$ cat config.mk
export PLATFORM = sky130hd
export DESIGN_NAME = klp32_sync_fifo
export DESIGN_NICKNAME = d
export VERILOG_FILES = /design/src/rtl/klp32_sync_fifo.sv
export SDC_FILE = /design/constraint.sdc
export NUM_CORES = 1
export LEC_CHECK = 0
export BUFFER_PORTS_ARGS = -buffer_cell sky130_fd_sc_hd__buf_2
export CAP_MARGIN = 25
export CELL_PAD_IN_SITES_DETAIL_PLACEMENT = 0
export CELL_PAD_IN_SITES_GLOBAL_PLACEMENT = 1
export CORE_ASPECT_RATIO = 0.9
export CORE_MARGIN = 1
export CORE_UTILIZATION = 53
export CTS_CLUSTER_DIAMETER = 30
export DETAILED_ROUTE_END_ITERATION = 12
export PLACE_DENSITY = 0.88
export SYNTH_ARGS = -nofsm -noshare
export SYNTH_HDL_FRONTEND = slang
export SYNTH_SLANG_ARGS = --single-unit
$ cat constraint.sdc
create_clock -name clk -period 3.26 [get_ports clk]
set_input_delay 0 -clock clk [delete_from_list [all_inputs] [get_ports clk]]
set_output_delay 0 -clock clk [all_outputs]
set_load 0.02 [all_outputs]
$ cat src/rtl/klp32_sync_fifo.sv
// rtl/klp32_sync_fifo.sv - single-clock FIFO with occupancy level, push refused when full
module klp32_sync_fifo #(
   parameter int WIDTH = 8,
   parameter int DEPTH = 16
) (
   input  logic                     clk,
   input  logic                     rst,
   input  logic                     push,
   input  logic                     pop,
   input  logic [WIDTH-1:0]         wrData,
   output logic [WIDTH-1:0]         rdData,
   output logic                     full,
   output logic                     empty,
   output logic [$clog2(DEPTH):0]   level
);

   localparam int AW = $clog2(DEPTH);

   logic [WIDTH-1:0] mem [DEPTH];
   logic [AW-1:0]    wrPtr;
   logic [AW-1:0]    rdPtr;
   logic             doPush;
   logic             doPop;

   assign full   = (level == DEPTH[AW:0]);
   assign empty  = (level == '0);
   assign doPush = push && !full;
   assign doPop  = pop && !empty;
   assign rdData = mem[rdPtr];

   // Storage needs no reset; level alone decides what is valid
   always_ff @(posedge clk) begin
      if (doPush) mem[wrPtr] <= wrData;
   end

   always_ff @(posedge clk or posedge rst) begin
      if (rst) begin
         wrPtr <= '0;
         rdPtr <= '0;
         level <= '0;
      end else begin
         if (doPush) wrPtr <= wrPtr + 1'b1;
         if (doPop)  rdPtr <= rdPtr + 1'b1;
         if (doPush && !doPop)      level <= level + 1'b1;
         else if (doPop && !doPush) level <= level - 1'b1;
      end
   end

endmodule

# ---- Word-level counts from Yosys, hierarchy flattened
# Memory sizes are Yosys's and may differ from the RTL's.
# Index checks and enable logic that the tools add are counted.
dict set report totals {
  regBits 13
  ram_bits 128
  inputBits 12
  out_inout_bits 15
  word_cells 23
  n_memories 1
}
dict set report op_classes {
  add_sub_neg 4
  n_eq_ne 1
  n_mux 4
  n_reduce_logical 10
}
# memory depth word_bits rd rd_clocked_by_memory_dff write_ports line_no
set mem_list {}
lappend mem_list {mem 16 8 1 0 1 19} ;# logic [WIDTH-1:0] mem [DEPTH];
# cell count
set ops {}
lappend ops {{2-to-1 mux 5 bit} 2}
lappend ops {{adder 4 x 1 -> 4 bit, second input constant} 2}
lappend ops {{adder 5 x 1 -> 5 bit, second input constant} 1}
lappend ops {{== test 5 bit, second input constant} 1}
lappend ops {{zero test 5 bit} 1}
lappend ops {{subtractor 5 x 1 -> 5 bit, second input constant} 1}
lappend ops {{logical AND 1 bit} 4}
lappend ops {{zero test 1 bit} 4}
lappend ops {{2-to-1 mux 1 bit} 2}
lappend ops {{nonzero test 2 bit} 1}

# ---- Logic depth before layout (Yosys ltp)
dict set report logic_depth {
  word_depth 7
  depth_mapped 10
  mapped_depth_nobuf 10
}

# ---- Worst setup path after synthesis
# Ideal clock, no wire load.
dict set report synth_timing {
  path_type {register -> register}
  start {register level[0]}
  end {register level[4]}
  setup_ns 0.133
  arrival_ns 2.634
  required_time_ns 3.127
  path_slack_ns 0.493
  stages_incl_launch_ff 11
  n_path_buf 0
  synth_period_minus_slack_ns 2.767
  cell_sequence {dfrtp_1 or4_1 o21a_1 inv_2 ha_1 inv_1 fa_1 a21o_1 a21oi_1 mux2i_1 xnor2_1}
}
dict set report synth_between {
  elab_chain_len 6
  elab_cells_between_ends 15
  cone_classes {2 x add/sub; 1 x eq/ne; 2 x mux; 10 x reduce/logical}
}
# item line_no
set synth_rtl {}
lappend synth_rtl {{start: declaration} 14} ;# output logic [$clog2(DEPTH):0] level
lappend synth_rtl {{start signal: assignment} 44} ;# if (doPush && !doPop) level <= level + 1'b1;
lappend synth_rtl {{start signal: assignment} 45} ;# else if (doPop && !doPush) level <= level - 1'b1;
lappend synth_rtl {{branches (longest 6 deep; another with subtractor 5 x 1 -> 5 bit)} n/a}
# Parallel ways; which one is timed is not known. The select of a mux whose other input is x is not followed.
# A chain may end at the register's enable or synchronous reset.

# ---- Final worst setup path
# Same ends and word-level chain as after synthesis.

==> results by group <==
STA
  • Clk_skew: 0.00578 ns
  • Final Hold Viols: 0
  • Slew Limit Headroom: 41.0%
  • Final setup violation count: 0
  • Fmax: roughly 0.34 GHz
  • Worst setup margin: 0.361 ns
  • Fin. max-slew vios: 0
  • RSZ-0062 raised after global routing: no
  • Least-Margin Pin Slew: 0.882 ns
  • Final Cycle Share: 88.9%
  • Setup_tns: 0 ns
  • Min cycle time layout: roughly 2.9 ns

Floorplan
  • Area of the core: 0.0104 sq mm
  • Initial Util: 55.4%
  • Die height: 101 um
  • Std-Cell Rows: 35
  • Die Width: 112 um
  • Die footprint: 0.0113 sq mm
  • IO Pins: 27

Final layout
  • Multi-input gate area: around 0.0014 sq mm
  • NumNets Final: 394
  • Synth-to-Final Area Change: 17.5%
  • Fill count: 702
  • Non-Filler Instances: 514
  • Seq. cell area: 0.00417 sq mm
  • Total inserted antenna cells: 0
  • Share of layout cells above drive strength 1: 22.9%

Setup path
  • Worst r2r path cells: 10
  • Critical path buffer and inverter count: 2
  • Worst r2r src: level[0]$_DFFE_PP0P_
  • Required @ worst endpoint: 3.59 ns
  • Max incr delay on CP: about 0.57 ns
  • WS Path Type: reg2reg
  • CP Depth: 10
  • Crit path arrival time: roughly 3.2 ns
  • Dominant delay contributor by cell family on the critical path: compound AO/OA/AOI/OAI gates
  • Worst R2R End: level[4]$_DFFE_PP0P_
  • CP startpoint kind: flip-flop
  • Crit-path max FO: 6
  • Slowest-stage cell, CP: or4_1
  • Reg2Reg Setup Slack: 0.36 ns
  • Worst-path cell chain: or4_1 > o21a_1 > inv_2 > ha_1 > inv_1 > fa_1 > a21o_1 > a21oi_1 > mux2i_1 > xnor2_1
  • Crit end category: flip-flop

Synth
  • Ranking of synthesized cells by area: edfxtp_1 67%, mux4_2 6.2%, mux2i_1 5.7%
  • Post-synth ARST share: 9.22%
  • Yosys cell types: 35
  • Synth warn: 0
  • Mapped Area: a little under 0.006 sq mm
  • Cell count after synthesis: 323
  • Post-synth EDFFs: 128
  • Synthesized Nets: 345
  • Ys flop type: edfxtp_1
  • Syn avg cell area: between 15 and 20 sq um
  • Area leader, netlist: edfxtp_1
  • Seq/Total Area, Yosys: 72.2%
  • Share of the synthesized area in the top cell type: about two thirds
  • Flops & latches, synth: 141

Detailed routing
  • Drt wl/cell: about 21 um
  • Final WL: approximately 11 mm
  • Met3 WL: 664 um
  • Antenna Violating Nets Remaining: 0
  • Via count: approximately 3k
  • Met2 WL: between 5 and 6 mm
  • Wire length on met1: 4.65 mm
  • DRC errors left: 2
  • Top layer reached by signal wires: met4
  • Iteration-0 DRC count of the detailed router: 260
  • First-pass detailed-route iteration total: 9
  • Vias per cell: 5.83

Clock tree
  • Worst-Skew Late Latency: a little over 0.4 ns
  • CTS root buf: clkbuf_16
  • CTS tree: built
  • Longest Clk Path Bufs: 2
  • Setup repair bufs after CTS: 0
  • # clock sinks: 141
  • TritonCTS Buffers: 17
  • CTS H-tree depth: 4
  • Post-CTS sizing: 0
  • Clk slew on worst S/H paths: approximately 0.050 ns

Placement
  • Placer's final routability congestion estimate: just over 0.8
  • Setup WS pre-CTS: 0.371 ns
  • PortBufs: 26
  • Dpl cells: about 470
  • Dpl hpwl: about 6.6 mm

Power and ir drop
  • Sequential share of power: 37.2%
  • Gate power share: 30.1%
  • Int Pwr: between 4000 and 5000 uW
  • Cell Pwr Density: 955 mW/mm^2
  • Lkg Pwr: ~0.0024 uW
  • Sw frac: 31.1%
  • Sw power: 2020 uW
  • VDD IR max: 552 uV
  • Part of the power in the clock network: roughly a third

Outcome
  • Status: complete, but fails checks
  • Failing checks: DRC

Global routing
  • Total GRT Usage: 20.5%
  • Vias in the first global route: 3,001
  • First-pass GRT wire length: 16.4 mm
  • Initial antenna violation count: 0
  • GR Overflow Total: 0
  • Largest net degree at the start of global routing: 49

Min path
  • Worst hold start: push
  • WHS Path Cells: 3
  • Hold Path End: wrPtr[0]$_DFFE_PP0P_
  • Hold WC Path Type: in2reg

Flow run
  • Max-cap violation count: 0
==> layout by cell type, fill, tap and decap left out, drive strengths merged <==
master,count
edfxtp,128
buf,37
mux2i,33
nand2,20
clkbuf,20
mux4,16
a221oi,16
nor2,15
dfrtp,13
o21ai,11
dlygate4sd3,10
xnor2,9
ha,9
a22oi,8
bufinv,6
inv,6
clkinv,5
nor3,4
a21o,2
a21oi,2
nand2b,2
and2,2
nor4,1
a21boi,1
mux2,1
xor2,1
or4,1
o21a,1
nor2b,1
nand3,1
nand4,1
fa,1
clkinvlp,1
==> cell families after synthesis <==
kind of cell	Yosys count	synth area share, %
simple gates	48	3.73
fa+ha+maj	10	2.30
mux	50	12.2
buf+inv	23	2.71
compound gates	41	5.40
xor+xnor	10	1.52
flops	141	72.2
==> per-stage QoR <==
step | total power (uW) | cell area (sq um) | util [%] | hold slack (ns)
floorplan | 3910 | 5770 | - | -0.123
global placement | 4350 | 6030 | 57.8 | 0.0635
detailed placement | 4390 | 6030 | 57.8 | 0.0708
CTS | 6520 | 6780 | 65.1 | 0.0676
global route | 6780 | 6780 | 65.1 | 0.0970
finish | 6480 | 6780 | 65.1 | 0.0801
==> layer usage <==
layer	up-vias	track usage, %
met5	-	0
met1	1515	27.6
met2	99	32.4
li1	1373	-
met4	0	7.90
met3	11	5.53
==> worst max path at each step <==
stage / from / endpoint / slack, ns
5_1_grt: level[0]$_DFFE_PP0P_ / level[4]$_DFFE_PP0P_ / 0.12
2_1_floorplan: level[0]$_DFFE_PP0P_ / level[4]$_DFFE_PP0P_ / 0.49
3_3_place_gp: level[0]$_DFFE_PP0P_ / level[4]$_DFFE_PP0P_ / 0.41
4_1_cts: level[0]$_DFFE_PP0P_ / level[4]$_DFFE_PP0P_ / 0.33
6_report: level[0]$_DFFE_PP0P_ / level[4]$_DFFE_PP0P_ / 0.36
3_5_place_dp: level[0]$_DFFE_PP0P_ / level[4]$_DFFE_PP0P_ / 0.37
==> synth_stat cells, types with 3 or more instances <==
cell,n
o21ai_0,11
buf_4,4
nand2_1,20
nor3_1,4
a221oi_1,14
xnor2_1,9
ha_1,9
edfxtp_1,128
buf_6,7
a22oi_1,8
inv_1,5
mux4_2,16
dfrtp_1,13
mux2i_1,33
nor2_1,15
clkbuf_1,3
==> power groups by stage <==
stage	registers (uW)	logic (uW)	clock network [uW]
2_1_floorplan	2380	1520	0
3_3_place_gp	2430	1920	0
3_5_place_dp	2440	1950	0
4_1_cts	2410	1970	2140
5_1_grt	2440	2120	2220
6_report	2410	1950	2110
==> registers in the layout (all words and copies together) (netlist names) <==
name and cells:
mem 128, level 5, rdPtr 4, wrPtr 4
==> final cells by class <==
cell class	count	share of cell area (%)
sequential	141	61.5
timing repair buffer	47	4.80
tap	129	2.38
inverter	6	0.332
clock inverter	12	3.21
multi-input combinational	159	21.4
clock buffer	20	6.44
==> worst register-to-register path, cell delays in order, from the launching register on <==
cell	delay, ns
dfrtp_1	0.44
or4_1	0.57
o21a_1	0.25
inv_2	0.09
ha_1	0.16
inv_1	0.11
fa_1	0.43
a21o_1	0.20
a21oi_1	0.20
mux2i_1	0.24
xnor2_1	0.13
==> repair_timing <==
action	4_1_cts	5_1_grt
hold buffers	10	0
endpoints found under the setup margin	0	0
hold endpoints to repair	142	0
Power figures use the tool's default switching activity.
